==> src/rtl/promoter_pkg.sv <==
// Shared types for the best-track promoter scheduler: candidate record, promotion modes, FSM states.
package promoter_pkg;

  localparam int KEY_W = 7;
  localparam int Q_W   = 2;

  typedef struct packed {
    logic             v;
    logic [Q_W-1:0]   q;
    logic [KEY_W-1:0] key;
  } cand_t;

  typedef enum logic [1:0] {
    PM_COLL = 2'd0,
    PM_ACC  = 2'd1,
    PM_ALT  = 2'd2
  } pmode_t;

  typedef enum logic [1:0] {
    IDLE = 2'd0,
    SCAN = 2'd1,
    EMIT = 2'd2
  } state_t;

endpackage

==> src/rtl/best2_merge.sv <==
// Combinational insertion of one candidate into a running {best1, best2} pair.
// Ghost cancellation (adjacent-key duplicates of best1) is enabled by PROMOTER_CTL_GHOST_EN.
module best2_merge
  import promoter_pkg::*;
(
  input  cand_t cand,
  input  cand_t best1_in,
  input  cand_t best2_in,
  output cand_t best1_out,
  output cand_t best2_out
);

  logic ghost;

`ifdef PROMOTER_CTL_GHOST_EN
  logic [KEY_W-1:0] kdiff;
  assign kdiff = (cand.key >= best1_in.key) ? (cand.key - best1_in.key)
                                            : (best1_in.key - cand.key);
  assign ghost = best1_in.v && (cand.q <= best1_in.q) && (kdiff <= KEY_W'(1));
`else
  assign ghost = 1'b0;
`endif

  // Strict > keeps the earlier (lower-index) segment on equal quality.
  always_comb begin
    best1_out = best1_in;
    best2_out = best2_in;
    if (cand.v && !ghost) begin
      if (!best1_in.v || (cand.q > best1_in.q)) begin
        best2_out = best1_in;
        best1_out = cand;
      end else if (!best2_in.v || (cand.q > best2_in.q)) begin
        best2_out = cand;
      end
    end
  end

endmodule

==> src/rtl/promoter_ctl.sv <==
// Per-BX scheduler: snapshots NSEG segments on bx_strobe, scans one per cycle, emits best-two per class.
// Optional ghost cancellation in the merge is enabled by defining PROMOTER_CTL_GHOST_EN.
module promoter_ctl
  import promoter_pkg::*;
#(
  parameter int NSEG = 4
) (
  input  logic                  clk,
  input  logic                  rst_n,
  input  logic                  bx_strobe,
  input  logic [NSEG*KEY_W-1:0] seg_ckey,
  input  logic [NSEG*Q_W-1:0]   seg_cq,
  input  logic [NSEG-1:0]       seg_cv,
  input  logic [NSEG*KEY_W-1:0] seg_akey,
  input  logic [NSEG*Q_W-1:0]   seg_aq,
  input  logic [NSEG-1:0]       seg_av,
  input  logic [1:0]            cfg_pmode,
  output logic [KEY_W-1:0]      c1_key,
  output logic [Q_W-1:0]        c1_q,
  output logic                  c1_v,
  output logic [KEY_W-1:0]      c2_key,
  output logic [Q_W-1:0]        c2_q,
  output logic                  c2_v,
  output logic [KEY_W-1:0]      a1_key,
  output logic [Q_W-1:0]        a1_q,
  output logic                  a1_v,
  output logic [KEY_W-1:0]      a2_key,
  output logic [Q_W-1:0]        a2_q,
  output logic                  a2_v,
  output logic                  p_out,
  output logic                  out_valid,
  output logic                  busy,
  output logic [7:0]            ovf_cnt
);

  localparam int CNT_W = $clog2(NSEG);

  state_t state, state_nxt;
  logic load_snap, scan, drop, last;

  logic [CNT_W-1:0]      seg_cnt;
  logic [NSEG*KEY_W-1:0] snap_ckey, snap_akey;
  logic [NSEG*Q_W-1:0]   snap_cq, snap_aq;
  logic [NSEG-1:0]       snap_cv, snap_av;

  cand_t c_b1, c_b2, a_b1, a_b2;
  cand_t c_m1, c_m2, a_m1, a_m2;
  cand_t c_cand, a_cand;
  cand_t c1_r, c2_r, a1_r, a2_r;

  logic toggle, p_hold, p_now;

  assign last = (seg_cnt == CNT_W'(NSEG - 1));

  always_ff @(posedge clk or negedge rst_n) begin
    if (!rst_n) state <= IDLE;
    else        state <= state_nxt;
  end

  always_comb begin
    state_nxt = state;
    load_snap = 1'b0;
    scan      = 1'b0;
    drop      = 1'b0;
    case (state)
      IDLE: begin
        if (bx_strobe) begin
          load_snap = 1'b1;
          state_nxt = SCAN;
        end
      end
      SCAN: begin
        scan = 1'b1;
        drop = bx_strobe;
        if (last) state_nxt = EMIT;
      end
      EMIT: begin
        if (bx_strobe) begin
          load_snap = 1'b1;
          state_nxt = SCAN;
        end else begin
          state_nxt = IDLE;
        end
      end
      default: state_nxt = IDLE;
    endcase
  end

  always_comb begin
    c_cand.v   = snap_cv[seg_cnt];
    c_cand.q   = snap_cq[seg_cnt*Q_W +: Q_W];
    c_cand.key = snap_ckey[seg_cnt*KEY_W +: KEY_W];
    a_cand.v   = snap_av[seg_cnt];
    a_cand.q   = snap_aq[seg_cnt*Q_W +: Q_W];
    a_cand.key = snap_akey[seg_cnt*KEY_W +: KEY_W];
  end

  best2_merge u_coll_merge (
    .cand(c_cand), .best1_in(c_b1), .best2_in(c_b2), .best1_out(c_m1), .best2_out(c_m2)
  );

  best2_merge u_acc_merge (
    .cand(a_cand), .best1_in(a_b1), .best2_in(a_b2), .best1_out(a_m1), .best2_out(a_m2)
  );

  // Output registers load from the final merge so they are valid in the EMIT cycle itself.
  always_ff @(posedge clk or negedge rst_n) begin
    if (!rst_n) begin
      seg_cnt   <= '0;
      snap_ckey <= '0;
      snap_cq   <= '0;
      snap_cv   <= '0;
      snap_akey <= '0;
      snap_aq   <= '0;
      snap_av   <= '0;
      c_b1      <= '0;
      c_b2      <= '0;
      a_b1      <= '0;
      a_b2      <= '0;
      c1_r      <= '0;
      c2_r      <= '0;
      a1_r      <= '0;
      a2_r      <= '0;
      ovf_cnt   <= '0;
    end else begin
      if (load_snap) begin
        snap_ckey <= seg_ckey;
        snap_cq   <= seg_cq;
        snap_cv   <= seg_cv;
        snap_akey <= seg_akey;
        snap_aq   <= seg_aq;
        snap_av   <= seg_av;
        c_b1      <= '0;
        c_b2      <= '0;
        a_b1      <= '0;
        a_b2      <= '0;
        seg_cnt   <= '0;
      end else if (scan) begin
        c_b1 <= c_m1;
        c_b2 <= c_m2;
        a_b1 <= a_m1;
        a_b2 <= a_m2;
        if (last) begin
          c1_r <= c_m1;
          c2_r <= c_m2;
          a1_r <= a_m1;
          a2_r <= a_m2;
        end else begin
          seg_cnt <= seg_cnt + 1'b1;
        end
      end
      if (drop && (ovf_cnt != 8'hFF)) ovf_cnt <= ovf_cnt + 8'd1;
    end
  end

  // cfg_pmode is looked at only during EMIT; p_hold keeps the emitted value afterwards.
  always_comb begin
    case (pmode_t'(cfg_pmode))
      PM_ACC:  p_now = 1'b1;
      PM_ALT:  p_now = toggle;
      default: p_now = 1'b0;
    endcase
  end

  always_ff @(posedge clk or negedge rst_n) begin
    if (!rst_n) begin
      toggle <= 1'b0;
      p_hold <= 1'b0;
    end else if (state == EMIT) begin
      p_hold <= p_now;
      if (pmode_t'(cfg_pmode) == PM_ALT) toggle <= ~toggle;
    end
  end

  assign p_out     = (state == EMIT) ? p_now : p_hold;
  assign out_valid = (state == EMIT);
  assign busy      = (state == SCAN);

  assign c1_key = c1_r.key;
  assign c1_q   = c1_r.q;
  assign c1_v   = c1_r.v;
  assign c2_key = c2_r.key;
  assign c2_q   = c2_r.q;
  assign c2_v   = c2_r.v;
  assign a1_key = a1_r.key;
  assign a1_q   = a1_r.q;
  assign a1_v   = a1_r.v;
  assign a2_key = a2_r.key;
  assign a2_q   = a2_r.q;
  assign a2_v   = a2_r.v;

endmodule
==> config.mk <==
export PLATFORM = sky130hd
export DESIGN_NAME = promoter_ctl
export DESIGN_NICKNAME = d
export VERILOG_FILES = /design/src/rtl/promoter_pkg.sv /design/src/rtl/best2_merge.sv /design/src/rtl/promoter_ctl.sv
export SDC_FILE = /design/constraint.sdc
export NUM_CORES = 1
export LEC_CHECK = 0
export ABC_AREA = 1
export CAP_MARGIN = 20
export CELL_PAD_IN_SITES_DETAIL_PLACEMENT = 1
export CELL_PAD_IN_SITES_GLOBAL_PLACEMENT = 2
export CORE_MARGIN = 2
export CORE_UTILIZATION = 32
export DETAILED_ROUTE_END_ITERATION = 12
export MAX_ROUTING_LAYER = met4
export PLACE_DENSITY_LB_ADDON = 0.1
export SLEW_MARGIN = 0
export SYNTH_ARGS = -nofsm -noshare
export SYNTH_HDL_FRONTEND = slang
export SYNTH_SLANG_ARGS = --single-unit
==> constraint.sdc <==
create_clock -name clk -period 2.5 [get_ports clk]
set_clock_uncertainty 0.15 [all_clocks]
set_input_delay 0.5 -clock clk [delete_from_list [all_inputs] [get_ports clk]]
set_output_delay 0.5 -clock clk [all_outputs]
set_load 0.005 [all_outputs]
Yosys cells after proc, flatten, opt, wreduce, memory -nomap -nowiden
Cells that the tools add are included.
Cells by class
  $mul: 1
  equal/unequal tests: 9
  bitwise gates (word level): 2
  reduce and logical (&&, ||, !) cells: 16
  multiplexer cells: 35
  div/mod/pow operators: 0
  shifts and indexed selects: 4
  $lt $le $gt $ge: 5
  add/sub/neg operators: 2
Operators with widths (number)
  10-bit 2-to-1 mux: 18
  28-bit by 6-bit indexed part select with 7-bit output: 2
  8-bit by 4-bit indexed part select with 2-bit output: 2
  2-bit 2-to-1 mux: 5
  8-bit by 1-bit adder with 8-bit output (second input constant): 1
  2-bit > comparator: 4
  1-bit 2-to-1 mux: 8
  8-bit inequality test (second input constant): 1
  2-bit equality test (second input constant): 3
  2-bit one-hot mux with 3 select lines: 1
  2-bit AND reduction: 3
  2-bit by 3-bit multiplier with 5-bit output (second input constant): 1
  1-bit binary-select mux with 2-bit select: 2
  2-bit by 1-bit equality test with 1-bit output (second input constant): 2
  1-bit logical NOT: 4
  1-bit logical OR: 4
  2-bit inequality test (second input constant): 2
  2-bit by 3-bit < comparator with 1-bit output (second input constant): 1
  3-bit AND reduction: 1
  2-bit by 1-bit adder with 2-bit output (second input constant): 1
  2-bit logical NOT: 1
  2-bit by 1-bit inequality test with 1-bit output (second input constant): 1
  1-bit NOT: 2
  1-bit one-hot mux with 2 select lines: 1
  3 further kinds: 3
Word-level totals
  RAM bits: 0
  register bits after elaboration: 174
  bits in latches: 0
  memories: 0
  logic and storage cells: 109
  ROM bits: 0

Logic depth before layout (Yosys ltp)
Gate-level depths: netlist (run 1).
  depth after elaboration: 8
  gate-level depth with buffers: 18
  mapped depth without buffers: 16

By module
Synthesis (run 1) repeated with hierarchy kept, for this count alone.
Second synthesis, totals
  cell total of the unflattened synthesis: 922
  area, all modules: 8548.2 µm²
Modules (own cells, without submodules)
  promoter_ctl: area each 7234.4 µm², cells each 678, sequential area each 4354.2 µm², instances 1
  best2_merge: area each 656.9 µm², cells each 122, sequential area each 0.0 µm², instances 2

Worst setup path after synthesis (run 1)
Ideal clock, no wire load.
  path type: register -> register
  start: register seg_cnt[0]
  end: register a2_r (netlist bit a2_key[0])
  clock period less this slack: 2.310 ns
  buffers on the path: 2
  path slack: 0.190 ns
  data arrival time: 2.043 ns
  cell stages (with the launch flop): 16
  cell sequence: dfrtp_1 -> inv_2 -> buf_6 -> nand2_1 -> nand3_1 -> nand2_1 -> ha_1 -> inv_1 -> nor2_1 -> o21ai_0 -> nand2_1 -> nand2_4 -> buf_8 -> nand3_2 -> nand3_1 -> nand2_1
On the way
  word-level cells in the longest chain between the ends: 6
  elaborated cells on any way between the ends: 14
  classes of those cells: 1 x mul; 2 x order compare; 1 x eq/ne; 2 x shift; 5 x mux; 3 x reduce/logical
Ends and longest elaborated chain
  start, declared: line promoter_ctl.sv:41  | logic [CNT_W-1:0] seg_cnt;
  start signal, assigned: line promoter_ctl.sv:149  | seg_cnt <= seg_cnt + 1'b1;
  branches (longest 6 deep; another with 2-bit by 3-bit multiplier with 5-bit output)
  end signal, assigned: line promoter_ctl.sv:147  | a2_r <= a_m2;
  end, declared: line promoter_ctl.sv:49  | cand_t c1_r, c2_r, a1_r, a2_r;
Parallel ways; which one is timed is not known. The select of a mux whose other input is x is not followed.
A chain may end at the register's enable or synchronous reset.

Worst setup path after layout (run 1)
  start: input port cfg_pmode[1]
  end: output port p_out
On the way
  word-level cells in the longest chain between the ends: 3
  elaborated cells on any way between the ends: 4
  classes of those cells: 2 x eq/ne; 2 x mux
Ends and longest elaborated chain
  start, declared: line promoter_ctl.sv:17  | input logic [1:0] cfg_pmode,
  2-bit equality test / 2-bit by 1-bit equality test with 1-bit output (equally long branches): line promoter_ctl.sv:158  | case (pmode_t'(cfg_pmode))
  1-bit one-hot mux with 2 select lines *: line promoter_ctl.sv:158
  1-bit 2-to-1 mux *
  end, declared: line promoter_ctl.sv:30  | output logic p_out,
Mark *: on every way between the ends. The rest lies on a longest branch, timed or not.

==> impl_metrics.env, run 1 <==
export IMPL_status="finished, final reports clean"
export IMPL_setup_tns_ns=0
export IMPL_final_hold_violation_count=0
export IMPL_detail_route_antenna_nets=0
export IMPL_critPathArrivalTime_ns=1.72
export IMPL_max_slew_margin_pct=44.9
export IMPL_ys_types=28
export IMPL_row_count=60
export IMPL_power_density_nw_per_um2=1580
export IMPL_core_area_um2=26700
export IMPL_cts_root_buffer="clkbuf_16"
export IMPL_io_pin_count=136
export IMPL_r2r_start="seg_cnt[0]$_DFFE_PN0P_"
export IMPL_dr_pass1_iters=4
export IMPL_rrSetupSlack_ns=0.14
export IMPL_setup_viol=0
export IMPL_maxCapViolCount=0
export IMPL_drt_total_wl_mm=25.9
export IMPL_synth_area_um2=8610
export IMPL_rsz0062_at_grt="true"
export IMPL_leakagePower_nw=5.54
export IMPL_peakVddDrop_uv=931
export IMPL_startpoint_type="input port"
export IMPL_synthFlopType="dfrtp_1"
export IMPL_finalCritPeriodShare_pct=94.7
export IMPL_synth_edf_count=0
export IMPL_drt_vias_per_instance=4.71
export IMPL_critPathMaxStageDelay_ns=0.42
export IMPL_post_synth_top_count_cell="nand2_1"
export IMPL_gr_total_overflow=0
export IMPL_numCtsBuffers=17
export IMPL_utilization_pct=42.2
export IMPL_r2r_cells=13
export IMPL_insertion_delay_ns=0.43
export IMPL_cp_end_kind="primary output"
export IMPL_cp_required_ns=1.85
export IMPL_antenna_found_initial=0
export IMPL_port_buffers=135
export IMPL_critPathCapture="p_out"
export IMPL_grt_pass1_wl_mm=42.8
export IMPL_routedWlPerCell_um=16.6
export IMPL_ys_warn_count=0
export IMPL_synth_nets=1158
export IMPL_die_w_um=168
export IMPL_dp_hpwl_mm=17.9
export IMPL_cts_tree="built"
export IMPL_yosysTopAreaCellShare_pct=50.6
export IMPL_dp_worst_setup_slack_ns=-0.450
export IMPL_power_mw=17.8
export IMPL_clkSlewWorstSetupHoldPaths_ns=0.07
export IMPL_vias=7362
export IMPL_initial_utilization_pct=32.3
export IMPL_path_max_fanout=2
export IMPL_synth_async_reset_ratio_pct=100
export IMPL_grt_use_total_pct=20.0
export IMPL_yosysSeqAreaShare_pct=50.6
export IMPL_ys_seq_elements=174
export IMPL_area_delta_synth_final_pct=30.6
export IMPL_drtIter0Drc=305
export IMPL_ys_top_cells_by_area="dfrtp_1 51%, nand2_1 15%, nand3_1 7.3%, inv_1 5.3%, o21ai_0 5.1%"
export IMPL_first_global_vias=7942
export IMPL_path_class="in -> out"
export IMPL_final_min_clock_period_ns=2.37
export IMPL_synthTopCellsByCount="352 x nand2_1, 174 x dfrtp_1, 126 x nand3_1"
export IMPL_clock_fmax_ghz=0.423
export IMPL_final_nets=1307
export IMPL_fin_ws_ns=0.133
export IMPL_r2r_end="a_b1[6]$_DFFE_PN0P_"
export IMPL_cp_slowest_cell="clkdlybuf4s50_1"
export IMPL_nFillCells=3173
export IMPL_dieHeight_um=168
export IMPL_design_die_area_um2=28200
export IMPL_synth_area_per_cell_um2=8.12
export IMPL_critical_path_cell_chain="clkdlybuf4s50_1 -> ha_1 -> o41ai_2 -> buf_2"
export IMPL_netlist_instances=1061
export IMPL_grt_start_max_net_pins=69
export IMPL_whs_path_depth=2
export IMPL_layout_drive_gt1_share_pct=13.0
export IMPL_htreeDepth=4
export IMPL_yosysTopAreaCell="dfrtp_1"
export IMPL_clockBufferDepth=2
export IMPL_maxSlewViolCount=0
export IMPL_hold_path_class="reg -> reg"
export IMPL_worstSetupStartpoint="cfg_pmode[1]"
export IMPL_numClockSinks=174
export IMPL_drc=0
export IMPL_gp_congestion=0.743
export IMPL_diodes=0
export IMPL_tightestPinTransition_ns=0.825
[cells in the final DEF, fill, tap and decap left out, types with 24 or more instances in the layout]
| cell type | synthesis | layout |
|---|---|---|
| dfrtp_1 | 174 | 172 |
| nand2_1 | 352 | 350 |
| nand2_2 | 23 | 24 |
| clkdlybuf4s50_1 | 0 | 132 |
| o21ai_1 | 24 | 24 |
| inv_1 | 122 | 121 |
| nand3_2 | 38 | 40 |
| o21ai_0 | 88 | 87 |
| buf_4 | 11 | 33 |
| nand3_1 | 126 | 124 |
[how the worst min path moves through the flow]
stage                           from                     end
3_5_place_dp                   rst_n  ovf_cnt[2]$_DFFE_PN0P_
3_3_place_gp   a1_key[2]$_DFFE_PN0P_   a1_key[2]$_DFFE_PN0P_
5_1_grt        c1_key[1]$_DFFE_PN0P_   c1_key[1]$_DFFE_PN0P_
2_1_floorplan                  rst_n   a1_key[0]$_DFFE_PN0P_
4_1_cts           toggle$_DFFE_PN0P_      toggle$_DFFE_PN0P_
6_report       a2_key[4]$_DFFE_PN0P_   a2_key[4]$_DFFE_PN0P_
[through the flow]
step	area, µm²	hold slack, ns	instances
after floorplan	8610	0.0544	1061
after global placement	10500	0.312	1525
after detailed placement	10500	0.316	1525
after CTS	11100	0.335	1558
after global routing	11200	0.359	1564
final	11200	0.332	1564
[critical path, delay by kind of cell]
kind	cells	cell delay, ns
buffers and inverters	2	0.59
AOI/OAI and AO/OA	1	0.31
adders and majority gates	1	0.31
[where the power goes]
group	internal (mW)	leakage [nW]	switching [mW]
combinational	3.90	3.06	6.22
clock	1.70	0.310	1.24
sequential	4.15	2.17	0.564
[metal layers]
layer / up-vias / track usage (%) / wire [µm]
met5: - / - / 0
met4: 0 / 3.89 / 216
met3: 13 / 3.34 / 632
met2: 108 / 34.0 / 12900
met1: 3576 / 25.3 / 12200
li1: 3665 / - / -
[flip-flops by register name (all words and copies together), names as in the netlist, 4 cells and up]
register,cells
a1_key,7
a2_key,7
a_b1,10
a_b2,10
c1_key,7
c2_key,7
c_b1,10
c_b2,10
ovf_cnt,8
snap_akey,28
snap_aq,8
snap_av,4
snap_ckey,28
snap_cq,8
snap_cv,4
[what timing repair did]
item	in CTS	in global routing
hold buffers	1	0
endpoints found under the hold margin	41	0
pin swaps	3	8
setup buffers	0	3
gates cloned	0	3
resized for setup	13	12
endpoints found under the setup margin	13	71
[cells by family after synthesis]
group | synth area share (%)
adders and majority gates | 1.74
DFF | 50.6
xor gates and xnor gates | 0.509
buffers and inverters | 9.26
and+or+nand+nor | 31.0
AOI/OAI and AO/OA | 6.90
[layout make-up]
| class | instances | area (µm²) | share of cell area, % |
|---|---|---|---|
| sequential | 174 | 4360 | 38.7 |
| multi-input combinational | 709 | 3540 | 31.4 |
| timing repair buffer | 179 | 1800 | 16.0 |
| inverter | 129 | 492 | 4.37 |
| clock buffer | 18 | 429 | 3.82 |
| tap | 341 | 427 | 3.79 |
| clock inverter | 14 | 204 | 1.81 |
Note: power is estimated with default switching activity, not from simulation.
==> run 2: changes to the inputs <==
--- a/config.mk
+++ b/config.mk
@@ -10,7 +10,7 @@
 export CELL_PAD_IN_SITES_DETAIL_PLACEMENT = 1
 export CELL_PAD_IN_SITES_GLOBAL_PLACEMENT = 2
 export CORE_MARGIN = 2
-export CORE_UTILIZATION = 32
+export CORE_UTILIZATION = 34
 export DETAILED_ROUTE_END_ITERATION = 12
 export MAX_ROUTING_LAYER = met4
 export PLACE_DENSITY_LB_ADDON = 0.1
==> constraint.sdc (replaced) <==
create_clock -name clk -period 3 [get_ports clk]
set_clock_uncertainty 0.15 [all_clocks]
set_input_delay 0.6 -clock clk [delete_from_list [all_inputs] [get_ports clk]]
set_output_delay 0.6 -clock clk [all_outputs]
set_load 0.005 [all_outputs]
==> run 2 against run 1 <==
Net effect: power fell by 23%; flip-flop and latch count did not move; setup slack improved by 0.11 ns; critical endpoint unchanged; final cell count fell by 1.9%; worst hold slack got worse by 0.0021 ns; final area fell by 2.8%; via count fell by 0.86%; die area fell by 5.7%.
==> impl_metrics.env, run 2 (synthesis results as in run 1) <==
export IMPL_dr_pass1_iters=4
export IMPL_tightestPinTransition_ns=0.803
export IMPL_core_area_um2=25000
export IMPL_utilization_pct=43.7
export IMPL_first_global_vias=7709
export IMPL_power_density_nw_per_um2=1250
export IMPL_final_min_clock_period_ns=2.76
export IMPL_drc=0
export IMPL_critPathArrivalTime_ns=2.01
export IMPL_gp_congestion=0.749
export IMPL_grt_use_total_pct=20.5
export IMPL_rsz0062_at_grt="false"
export IMPL_drtIter0Drc=367
export IMPL_setup_tns_ns=0
export IMPL_finalCritPeriodShare_pct=92.0
export IMPL_clockBufferDepth=2
export IMPL_diodes=0
export IMPL_leakagePower_nw=5.39
export IMPL_hold_slack_ns=0.330
export IMPL_htreeDepth=4
export IMPL_antenna_found_initial=0
export IMPL_startpoint_type="input port"
export IMPL_status="finished, final reports clean"
export IMPL_dp_worst_setup_slack_ns=-0.118
export IMPL_top_regs="snap_akey: 28 flops, snap_ckey: 28 flops"
export IMPL_row_count=58
export IMPL_grt_start_max_net_pins=52
export IMPL_max_slew_margin_pct=46.4
export IMPL_setup_viol=0
export IMPL_port_buffers=135
export IMPL_numCtsBuffers=17
export IMPL_io_pin_count=136
export IMPL_fin_ws_ns=0.240
export IMPL_final_hold_violation_count=0
export IMPL_detail_route_antenna_nets=0
export IMPL_drt_vias_per_instance=4.76
export IMPL_hold_path_class="reg -> reg"
export IMPL_initial_utilization_pct=34.4
export IMPL_final_nets=1288
export IMPL_area_delta_synth_final_pct=27.0
export IMPL_final_common_cell="nand2_1"
export IMPL_critPathMaxStageDelay_ns=0.48
export IMPL_dieHeight_um=163
export IMPL_path_class="in -> out"
export IMPL_gr_total_overflow=0
export IMPL_clock_fmax_ghz=0.362
export IMPL_cts_tree="built"
export IMPL_final_cell_mix="352 x nand2_1, 174 x dfrtp_1, 133 x clkdlybuf4s50_1, 126 x nand3_1, 122 x inv_1"
export IMPL_maxSlewViolCount=0
export IMPL_routedWlPerCell_um=16.3
export IMPL_cp_required_ns=2.25
export IMPL_power_mw=13.7
export IMPL_peakVddDrop_uv=652
export IMPL_numClockSinks=174
export IMPL_critical_path_cell_chain="clkdlybuf4s50_1 -> inv_1 -> ha_1 -> o41ai_2 -> dlygate4sd2_1"
export IMPL_grt_pass1_wl_mm=41.2
export IMPL_vias=7299
export IMPL_die_w_um=163
export IMPL_maxCapViolCount=0
export IMPL_cts_root_buffer="clkbuf_16"
export IMPL_design_die_area_um2=26600
export IMPL_path_max_fanout=2
export IMPL_cp_slowest_cell="clkdlybuf4s50_1"
export IMPL_drt_total_wl_mm=25.0
export IMPL_nFillCells=3022
export IMPL_cp_end_kind="primary output"
export IMPL_insertion_delay_ns=0.43
export IMPL_dp_hpwl_mm=17.8
export IMPL_layout_drive_gt1_share_pct=10.8
export IMPL_clkSlewWorstSetupHoldPaths_ns=0.07
[run 2: through the flow]
stage	cells	instance area, µm²
after global routing	1534	10900
final	1534	10900
after global placement	1501	10300
after floorplan	1061	8610
after detailed placement	1501	10300
after CTS	1534	10900
[run 2: critical path: cells and delay by family]
| kind | cells | cell delay, ns |
|---|---|---|
| buffers and inverters | 3 | 0.80 |
| AO/OA/AOI/OAI | 1 | 0.31 |
| adder cells (fa/ha/maj) | 1 | 0.30 |
[run 2: routing by layer]
metal / global-route usage [%] / vias to the layer above / share of wire (%) / routed length, µm
met5: - / - / 0 / 0
met4: 5.03 / 0 / 1.5 / 381
met3: 3.12 / 28 / 2.6 / 657
met2: 34.8 / 109 / 50 / 12400
met1: 25.8 / 3539 / 46 / 11600
li1: - / 3623 / - / -
[run 2: timing repair]
| action | in CTS | in global routing |
|---|---|---|
| setup buffers | 0 | 0 |
| endpoints found under the setup margin | 1 | 0 |
| resized for setup | 2 | 0 |
| endpoints found under the hold margin | 6 | 0 |
| hold buffers | 1 | 0 |
[run 2: path summary, 6_finish.rpt]
| path | start | end | slack (ns) | cells past startpoint |
|---|---|---|---|---|
| worst max-delay path | cfg_pmode[0] | p_out | 0.24 | 5 |
| worst min-delay path | a2_key[2]$_DFFE_PN0P_ | a2_key[2]$_DFFE_PN0P_ | 0.33 | 2 |
| worst max register to register | seg_cnt[0]$_DFFE_PN0P_ | c2_q[0]$_DFFE_PN0P_ | 0.34 | 14 |
| worst min register to register | a2_key[2]$_DFFE_PN0P_ | a2_key[2]$_DFFE_PN0P_ | 0.33 | 2 |
| max in group asynchronous | rst_n | snap_cq[3]$_DFFE_PN0P_ | 1.44 | 3 |
| min in group asynchronous | rst_n | ovf_cnt[2]$_DFFE_PN0P_ | 0.54 | 2 |
[run 2: final cells by class]
cell class | count | area [µm²] | area share [%]
Clock buffer | 19 | 433 | 3.96
Clock inverter | 13 | 153 | 1.40
Tap cell | 330 | 413 | 3.77
Sequential cell | 174 | 4350 | 39.8
Inverter | 129 | 487 | 4.45
Multi-Input combinational cell | 707 | 3470 | 31.7
Timing Repair Buffer | 162 | 1630 | 14.9
[run 2: report_power, final]
| group | leakage [nW] | internal, mW | switching [mW] |
|---|---|---|---|
| Clock | 0.281 | 1.25 | 1.01 |
| Sequential | 2.17 | 3.46 | 0.461 |
| Combinational | 2.94 | 2.67 | 4.87 |
| Total | 5.39 | 7.38 | 6.35 |
==> run 3: changes to the inputs <==
--- a/config.mk
+++ b/config.mk
@@ -14,6 +14,7 @@
 export DETAILED_ROUTE_END_ITERATION = 12
 export MAX_ROUTING_LAYER = met4
 export PLACE_DENSITY_LB_ADDON = 0.1
+export REMOVE_ABC_BUFFERS = 1
 export SLEW_MARGIN = 0
 export SYNTH_ARGS = -nofsm -noshare
 export SYNTH_HDL_FRONTEND = slang
==> run 3 against run 2 <==
Net effect: non-clock buffer count shrank 1; first-iteration DRC count shrank 11%; setup slack lost 0.052 ns; sequential share of layout area is essentially flat; fmax shrank 1.9%; global-route usage shrank 0.23 points; power grew 1.9%; via count grew 0.52%; routed wire length shrank 1.1%.
==> impl_metrics.env, run 3 (synthesis results as in run 1) <==
export IMPL_cp_required_ns=2.25
export IMPL_finalCritPeriodShare_pct=93.7
export IMPL_final_common_cell="nand2_1"
export IMPL_routedWlPerCell_um=16.2
export IMPL_cts_tree="built"
export IMPL_cts_hold_buffers=0
export IMPL_maxSlewViolCount=0
export IMPL_dp_hpwl_mm=17.0
export IMPL_clockBufferDepth=2
export IMPL_htreeDepth=4
export IMPL_tightestPinTransition_ns=0.853
export IMPL_grt_use_total_pct=20.3
export IMPL_grt_start_max_net_pins=67
export IMPL_postCtsSetupBuffers=0
export IMPL_dieHeight_um=163
export IMPL_final_hold_violation_count=0
export IMPL_layout_cells_non_filler=1531
export IMPL_drt_total_wl_mm=24.8
export IMPL_core_area_um2=25000
export IMPL_port_buffers=135
export IMPL_grt_pass1_wl_mm=40.9
export IMPL_status="finished, final reports clean"
export IMPL_top_regs="snap_akey: 28 flops, snap_ckey: 28 flops"
export IMPL_r2r_cells=14
export IMPL_hold_slack_ns=0.0241
export IMPL_dr_pass1_iters=4
export IMPL_numCtsBuffers=17
export IMPL_die_w_um=163
export IMPL_clock_fmax_ghz=0.356
export IMPL_final_min_clock_period_ns=2.81
export IMPL_crit_buf_inv=2
export IMPL_cp_slowest_cell="clkdlybuf4s50_1"
export IMPL_first_global_vias=7846
export IMPL_setup_viol=0
export IMPL_critPathArrivalTime_ns=2.06
export IMPL_path_class="reg -> out"
export IMPL_cp_end_kind="primary output"
export IMPL_drtIter0Drc=326
export IMPL_maxCapViolCount=0
export IMPL_power_mw=14.0
export IMPL_vias=7337
export IMPL_drt_vias_per_instance=4.79
export IMPL_cp_num_cells=3
export IMPL_design_die_area_um2=26600
export IMPL_critPathMaxStageDelay_ns=0.62
export IMPL_utilization_pct=43.7
export IMPL_peakVddDrop_uv=435
export IMPL_final_cell_mix="351 x nand2_1, 173 x dfrtp_1, 133 x clkdlybuf4s50_1, 126 x nand3_1, 122 x inv_1"
export IMPL_path_max_fanout=17
export IMPL_gp_congestion=0.763
export IMPL_initial_utilization_pct=34.4
export IMPL_gr_total_overflow=0
export IMPL_crit_family="buffers and inverters"
export IMPL_final_nets=1287
export IMPL_clkSlewWorstSetupHoldPaths_ns=0.07
export IMPL_area_delta_synth_final_pct=27.1
export IMPL_critical_path_cell_chain="inv_2 -> nor2_4 -> clkdlybuf4s50_1"
export IMPL_insertion_delay_ns=0.43
export IMPL_antenna_found_initial=0
export IMPL_hold_path_class="in -> async"
export IMPL_layout_drive_gt1_share_pct=10.9
export IMPL_drc=0
export IMPL_max_slew_margin_pct=43.1
export IMPL_numClockSinks=174
export IMPL_startpoint_type="register"
export IMPL_numPlacedInstances=1501
export IMPL_setup_tns_ns=0
export IMPL_diodes=0
export IMPL_detail_route_antenna_nets=0
export IMPL_power_density_nw_per_um2=1280
export IMPL_row_count=58
export IMPL_io_pin_count=136
export IMPL_cts_root_buffer="clkbuf_16"
export IMPL_rsz0062_at_grt="false"
export IMPL_leakagePower_nw=5.40
run 3: metal layers:
layer,vias up,track usage (%),part of all wire [%]
met3,23,2.29,2.4
met1,3590,25.2,45
met5,-,-,0
li1,3627,-,-
met2,97,35.2,51
met4,0,5.31,1.4
run 3: area by class of cell:
type / instances / area (µm²)
tap: 330 / 413
clock inverter: 9 / 134
timing repair buffer: 161 / 1610
fill: 3020 / 14100
inverter: 129 / 487
sequential: 174 / 4360
clock buffer: 21 / 470
multi-input combinational: 707 / 3470
run 3: final timing paths:
kind	start	end	slack, ns
max in group asynchronous	rst_n	a2_key[5]$_DFFE_PN0P_	1.95
hold reg to reg	toggle$_DFFE_PN0P_	toggle$_DFFE_PN0P_	0.33
min in group clk	toggle$_DFFE_PN0P_	toggle$_DFFE_PN0P_	0.33
setup / recovery	state[0]$_DFFE_PN0P_	busy	0.19
hold / removal	rst_n	snap_akey[2]$_DFFE_PN0P_	0.02
setup reg to reg	seg_cnt[0]$_DFFE_PN0P_	a2_key[4]$_DFFE_PN0P_	0.33
run 3: per-stage QoR:
stage | worst slack [ns] | instance area [µm²]
floorplan | -0.348 | 8300
global placement | -0.115 | 10300
detailed placement | -0.127 | 10300
CTS | 0.152 | 10900
global route | 0.0735 | 10900
finish | 0.188 | 10900
run 3: power breakdown:
part | switching, mW | leakage, nW | internal, mW
Combinational | 4.95 | 2.93 | 2.76
Clock | 0.953 | 0.296 | 1.37
Sequential | 0.483 | 2.17 | 3.46
Total | 6.38 | 5.40 | 7.60
run 3: timing repair:
item,CTS,global route
resized for setup,2,0
endpoints found under the setup margin,1,0
hold endpoints to repair,0,0
